===== src/rtl/softplus_pkg.sv =====
// Shared Q8.8 constants and piecewise-linear SoftPlus offset tables.
package softplus_pkg;

  localparam int unsigned Q_W = 16;
  localparam logic [Q_W-1:0] SAT_MAX = 16'h7FFF;

  typedef logic [Q_W-1:0] q88_t;

  // Index 0..4 covers integer parts 0..4 (positive side) or -1..-5 (negative side); 5 is "beyond".
  function automatic q88_t offp(input logic [2:0] idx);
    case (idx)
      3'd0:    offp = 16'h004D;
      3'd1:    offp = 16'h0037;
      3'd2:    offp = 16'h001F;
      3'd3:    offp = 16'h0010;
      3'd4:    offp = 16'h000B;
      default: offp = 16'h0009;
    endcase
  endfunction

  function automatic q88_t offn(input logic [2:0] idx);
    case (idx)
      3'd0:    offn = 16'h004D;
      3'd1:    offn = 16'h0037;
      3'd2:    offn = 16'h001F;
      3'd3:    offn = 16'h000F;
      3'd4:    offn = 16'h0007;
      default: offn = 16'h0002;
    endcase
  endfunction

endpackage


===== src/rtl/softplus_pwl_eval.sv =====
// Combinational Q8.8 SoftPlus: ReLU plus per-segment offset, saturated to SAT_MAX.
module softplus_pwl_eval
  import softplus_pkg::*;
(
  input  logic [Q_W-1:0] x,
  output logic [Q_W-1:0] y
);

  logic [7:0]     seg_mag;
  logic [2:0]     idx;
  logic [Q_W:0]   sum;

  always_comb begin
    // For negative x, ~seg maps -1..-5 onto 0..4, sharing one index decode with the positive side.
    seg_mag = x[15] ? ~x[15:8] : x[15:8];
    idx     = (seg_mag < 8'd5) ? seg_mag[2:0] : 3'd5;
    sum     = {1'b0, x} + {1'b0, offp(idx)};
    if (x[15])
      y = offn(idx);
    else if (sum > {1'b0, SAT_MAX})
      y = SAT_MAX;
    else
      y = sum[Q_W-1:0];
  end

endmodule


===== src/rtl/softplus_rr_sched.sv =====
// Round-robin scheduler feeding a shared 2-stage SoftPlus pipeline with an id-tagged response.
module softplus_rr_sched
  import softplus_pkg::*;
#(
  parameter int NUM_REQ = 4,
  parameter int CNT_W   = 16
) (
  input  logic                       clk,
  input  logic                       rst,
  input  logic                       en,
  input  logic [NUM_REQ-1:0]         req_valid,
  output logic [NUM_REQ-1:0]         req_ready,
  input  logic [16*NUM_REQ-1:0]      req_operand,
  output logic                       rsp_valid,
  input  logic                       rsp_ready,
  output logic [$clog2(NUM_REQ)-1:0] rsp_id,
  output logic [15:0]                rsp_result,
  output logic                       idle,
  output logic [CNT_W-1:0]           done_cnt
);

  localparam int ID_W = $clog2(NUM_REQ);

  logic [ID_W-1:0] rr_ptr;
  logic            s1_v, s2_v;
  logic [ID_W-1:0] s1_id, s2_id;
  logic [Q_W-1:0]  s1_x, s2_y;
  logic [Q_W-1:0]  eval_y;

  logic            gnt_found;
  logic [ID_W-1:0] gnt_id;
  logic [Q_W-1:0]  gnt_x;
  logic            s1_load, s2_load, accept;

  softplus_pwl_eval u_eval (
    .x (s1_x),
    .y (eval_y)
  );

  assign s2_load = !s2_v || rsp_ready;
  assign s1_load = !s1_v || s2_load;

  // Two ascending passes (indices above rr_ptr, then the rest) implement the rotated priority search.
  always_comb begin
    gnt_found = 1'b0;
    gnt_id    = '0;
    gnt_x     = '0;
    for (int unsigned i = 0; i < NUM_REQ; i++) begin
      if (!gnt_found && req_valid[i] && (i > 32'(rr_ptr))) begin
        gnt_found = 1'b1;
        gnt_id    = i[ID_W-1:0];
        gnt_x     = req_operand[16*i +: 16];
      end
    end
    for (int unsigned i = 0; i < NUM_REQ; i++) begin
      if (!gnt_found && req_valid[i] && (i <= 32'(rr_ptr))) begin
        gnt_found = 1'b1;
        gnt_id    = i[ID_W-1:0];
        gnt_x     = req_operand[16*i +: 16];
      end
    end
  end

  assign accept    = en && !rst && s1_load && gnt_found;
  assign req_ready = accept ? (NUM_REQ'(1) << gnt_id) : '0;

  always_ff @(posedge clk or posedge rst) begin
    if (rst) begin
      rr_ptr   <= ID_W'(NUM_REQ - 1);
      s1_v     <= 1'b0;
      s1_id    <= '0;
      s1_x     <= '0;
      s2_v     <= 1'b0;
      s2_id    <= '0;
      s2_y     <= '0;
      done_cnt <= '0;
    end else begin
      if (accept)
        rr_ptr <= gnt_id;
      if (s1_load) begin
        s1_v <= accept;
        if (accept) begin
          s1_id <= gnt_id;
          s1_x  <= gnt_x;
        end
      end
      if (s2_load) begin
        s2_v <= s1_v;
        if (s1_v) begin
          s2_id <= s1_id;
          s2_y  <= eval_y;
        end
      end
      if (s2_v && rsp_ready)
        done_cnt <= done_cnt + CNT_W'(1);
    end
  end

  assign rsp_valid  = s2_v;
  assign rsp_id     = s2_id;
  assign rsp_result = s2_y;
  assign idle       = !s1_v && !s2_v;

endmodule


===== config.mk =====
export PLATFORM = sky130hd
export DESIGN_NAME = softplus_rr_sched
export DESIGN_NICKNAME = d
export VERILOG_FILES = /design/src/rtl/softplus_pkg.sv /design/src/rtl/softplus_pwl_eval.sv /design/src/rtl/softplus_rr_sched.sv
export SDC_FILE = /design/constraint.sdc
export NUM_CORES = 1
export LEC_CHECK = 0
export BUFFER_PORTS_ARGS = -buffer_cell sky130_fd_sc_hd__clkbuf_2
export CORE_MARGIN = 1
export CORE_UTILIZATION = 48
export CTS_CLUSTER_DIAMETER = 150
export DETAILED_ROUTE_END_ITERATION = 8
export HOLD_SLACK_MARGIN = 0.08
export PLACE_DENSITY = 0.83
export SKIP_LAST_GASP = 1
export SYNTH_ARGS = -nofsm -noshare
export SYNTH_HDL_FRONTEND = slang
export SYNTH_SLANG_ARGS = --single-unit

===== constraint.sdc =====
create_clock -name clk -period 3.73 [get_ports clk]
set_input_delay 0.373 -clock clk [delete_from_list [all_inputs] [get_ports clk]]
set_output_delay 0.373 -clock clk [all_outputs]
set_load 0.02 [all_outputs]

==> results by group <==
Logic synthesis
  • Synth Net Count: 450
  • Post-synthesis cell count: 368
  • Yosys reg bits: 56
  • Main flop type after synthesis: dfrtp_1
  • Post-synth cell types: 55
  • Largest area contributor in the netlist: dfrtp_1
  • Async set-reset flop share out of synthesis: 100.0%
  • Synth area leaders: dfrtp_1, a21oi_1, nor2_1
  • Syn. warnings: 0
  • Netlist Area Pre-Place: about 3300 sq um
  • Synth top area share: 40.36%
  • Seq/Total Area, Yosys: 41.93%
  • Post-synth EDFFs: 0
  • Avg Cell Area, Syn: 9.098 sq um

Clocking
  • Resize count post-CTS: 0
  • CTS Buf Count: 5
  • Hold Buf Count CTS: 0
  • # Post-CTS Setup Buffers: 0
  • Root Buffer: clkbuf_8
  • CTS clk-pin slew, worst paths: 110 ps
  • CTS tree: built
  • Total clock sinks: 56
  • Clk_lat worst skew: 320 ps
  • CTS Buffer Depth: 2
  • H-Tree Depth: 2

GRT
  • Grt ovf: 0
  • Total Routing Usage GR: 24.53%
  • Antenna violations before repair: 0
  • First-pass GRT wire length: 14.32 mm
  • Number of global-route vias before repair: 2,988
  • Largest net degree at the start of global routing: 55

Finish
  • Post-route cell area: 4056 sq um
  • Fillcell total: 615
  • Number of inserted diodes: 0
  • Layout Nets: 554
  • Ratio of cells with drive above 1 in the final layout: 29.39%
  • Area growth syn-to-layout: 21.15%

Pwr
  • Sw frac: 42.02%
  • Max rail drop VDD: ~0.2 mV
  • Power density over the cells: 556.1 nW/um^2
  • Seq pwr share: about two fifths
  • Int Power: about 1300 uW
  • Net Sw Power: 947.9 uW
  • Logic pwr share: a little over two fifths
  • LEAKAGE: approximately 0.0020 uW
  • Clock power frac: 15.7%

Timing
  • Measured slew at the worst slew-check pin: 682.6 ps
  • Slew Limit Fails: 0
  • Slew margin rel.: 54.50%
  • Hold slack: roughly 80 ps
  • Min cycle time layout: 3543 ps
  • Endpoints failing hold: 0
  • FMAX: 282.3 MHz
  • Clock skew: 9.522 ps
  • RSZ-0062 raised after global routing: false
  • Final period util: 94.98%
  • Final setup TNS: 0 ps
  • Setup violations, final: 0

Worst setup path
  • CP delay by family, top: compound AO/OA/AOI/OAI gates
  • CP bufs+invs: 2
  • Worst Setup Start Kind: flip-flop
  • Worst reg2reg setup slack: 190 ps
  • Crit path DAT: 3750 ps
  • CP Data Required Time: roughly 3900 ps
  • Crit-path cells: nor4_2 > a21oi_1 > or2_2 > nor2_1 > nand2_1 > ha_1 > inv_1 > fa_1 > nor2b_4 > o31a_1 > o211a_1 > a32oi_1 > buf_4 > nand3_1 > a22o_1
  • Crit Path Category: flip-flop to flip-flop
  • Crit-path max FO: 10
  • CP max-delay cell: dfrtp_1
  • Crit-path max cell delay: 470 ps
  • CP Capture Type: flip-flop

Placed design
  • DP HPWL: 6.691 mm
  • Post-DP Area: 3956 sq um
  • Port bufs: about 110
  • GP Congestion: 0.9031

Floorplan
  • Die area: ~7300 sq um
  • Core Region: roughly 6800 sq um
  • Die height: 85.52 um
  • Die W: 85.52 um
  • Ports: 112
  • Initial Util: roughly 50%
  • Cell Rows: 30

Routing
  • Number of remaining DRC errors: 0
  • Via count: between 3,000 and 4,000
  • Initial DRT Pass Iterations: 8
  • DR iter-0 viols: approximately 260
  • Wire per inst: 15.69 um
  • Final ANT Viol Nets: 0
  • Final WL: 8.678 mm
  • Via/cell ratio: slightly below 6

Worst hold path
  • Hold WC Path Type: input port to async pin

Flow run
  • Max Cap Viol: 0

Status
  • Status: finished, final reports clean
## logic make-up (layout without fill, tap and decap cells)
| family | count (synthesis) | after routing | share of synthesized area [%] |
|---|---|---|---|
| AO/OA/AOI/OAI | 114 | 114 | 23.80 |
| XOR/XNOR | 27 | 27 | 7.063 |
| adder cells (fa/ha/maj) | 10 | 10 | 3.961 |
| buffers and inverters | 30 | 135 | 3.887 |
| flip-flops | 56 | 56 | 41.93 |
| multiplexers | 2 | 2 | 0.6353 |
| AND/OR/NAND/NOR | 129 | 129 | 18.72 |
## flip-flops by register name, summed over array words and instances, names as in the netlist
| signal | flops |
|---|---|
| s1_x | 16 |
| done_cnt | 16 |
| s1_v | 1 |
| rsp_result | 16 |
| rsp_id | 2 |
| rr_ptr | 2 |
| s1_id | 2 |
| rsp_valid | 1 |
## power by group through the flow
stage          clock network (uW)  registers (uW)  logic, uW
2_1_floorplan                   0             995        606
3_3_place_gp                    0             920        956
3_5_place_dp                    0             930        978
4_1_cts                       362             918        982
5_1_grt                       385             946       1090
6_report                      354             921        980
## synthesized netlist by cell type, drive strengths merged, types with 3 or more instances
cell type,number
nand2b,7
nand3,9
nor2,43
buf,6
and3,6
ha,9
o22ai,3
nand2,34
a21oi,44
dfrtp,54
nand4,4
and2,3
a222oi,16
inv,10
o21ai,9
o21a,3
o221a,5
clkbuf,14
nor2b,3
a22oi,3
nor3,7
or2,3
a21o,4
nor4b,3
xnor2,14
xor2,13
a31oi,6
a22o,6
or3,3
## worst reg2reg max path, delay by kind of cell (launching register included)
| kind | cells | cell delay (ps) |
|---|---|---|
| adders and majority gates | 2 | 490 |
| AOI/OAI and AO/OA | 5 | 1150 |
| DFF | 1 | 470 |
| buffers and inverters | 2 | 300 |
| and+or+nand+nor | 6 | 1030 |
## worst paths after layout
check | cells past startpoint | to | startpoint
min in group clk | 3 | s1_v | en
worst min register to register | 1 | done_cnt[15] | done_cnt[15]
max in group asynchronous | 3 | rsp_result[2] | rst
worst min-delay path | 2 | rr_ptr[0] | rst
worst max-delay path | 15 | rsp_result[2] | s1_x[11]
worst max register to register | 15 | rsp_result[2] | s1_x[11]
## metal layers
layer	GRT usage (%)	part of all wire, %	wire length (um)
met5	0	0	0
met4	6.061	1.1	93
met3	3.850	7.4	640
met2	39.49	45	3933
met1	34.87	46	4010
## cell type report
class	count	area, sq um	area share [%]
multi-input cells	282	1821	44.88
flip-flops and latches	56	1404	34.61
repair buffers	117	600.6	14.81
well taps	80	100.1	2.468
clock buffers	5	68.82	1.696
inverters	10	37.54	0.9254
clock inverters	3	25.02	0.6169
## metrics by stage
stage / std cells / total power [uW] / setup WS (ps) / util [%]
final: 553 / 2256 / 187.1 / 60.04
after global routing: 553 / 2419 / 1.247 / 60.04
after CTS: 553 / 2263 / 165.0 / 59.94
after detailed placement: 545 / 1908 / 212.5 / 58.56
after global placement: 545 / 1875 / 364.1 / 58.56
after floorplan: 368 / 1601 / 379.2 / -
## placed cells by master, fill, tap and decap left out, types with 2 or more instances in the layout
cell,count
a211oi_1,2
a21o_1,4
a21oi_1,43
a221oi_1,2
a222oi_1,16
a22o_1,6
a22oi_1,3
a31oi_1,6
and2_1,3
and3_1,6
buf_4,6
clkbuf_2,111
clkbuf_8,5
dfrtp_1,54
dfstp_2,2
ha_1,9
inv_1,9
inv_6,2
nand2_1,33
nand2b_1,6
nand3_1,9
nand4_1,4
nor2_1,43
nor2b_1,2
nor3_1,7
nor3b_1,2
nor4b_1,3
o211ai_1,2
o21a_1,3
o21ai_0,9
o221a_1,3
o221a_2,2
o22ai_1,3
or2_2,3
or3_1,3
xnor2_1,14
xor2_1,13
No activity file was read; power rests on OpenSTA's default activity.
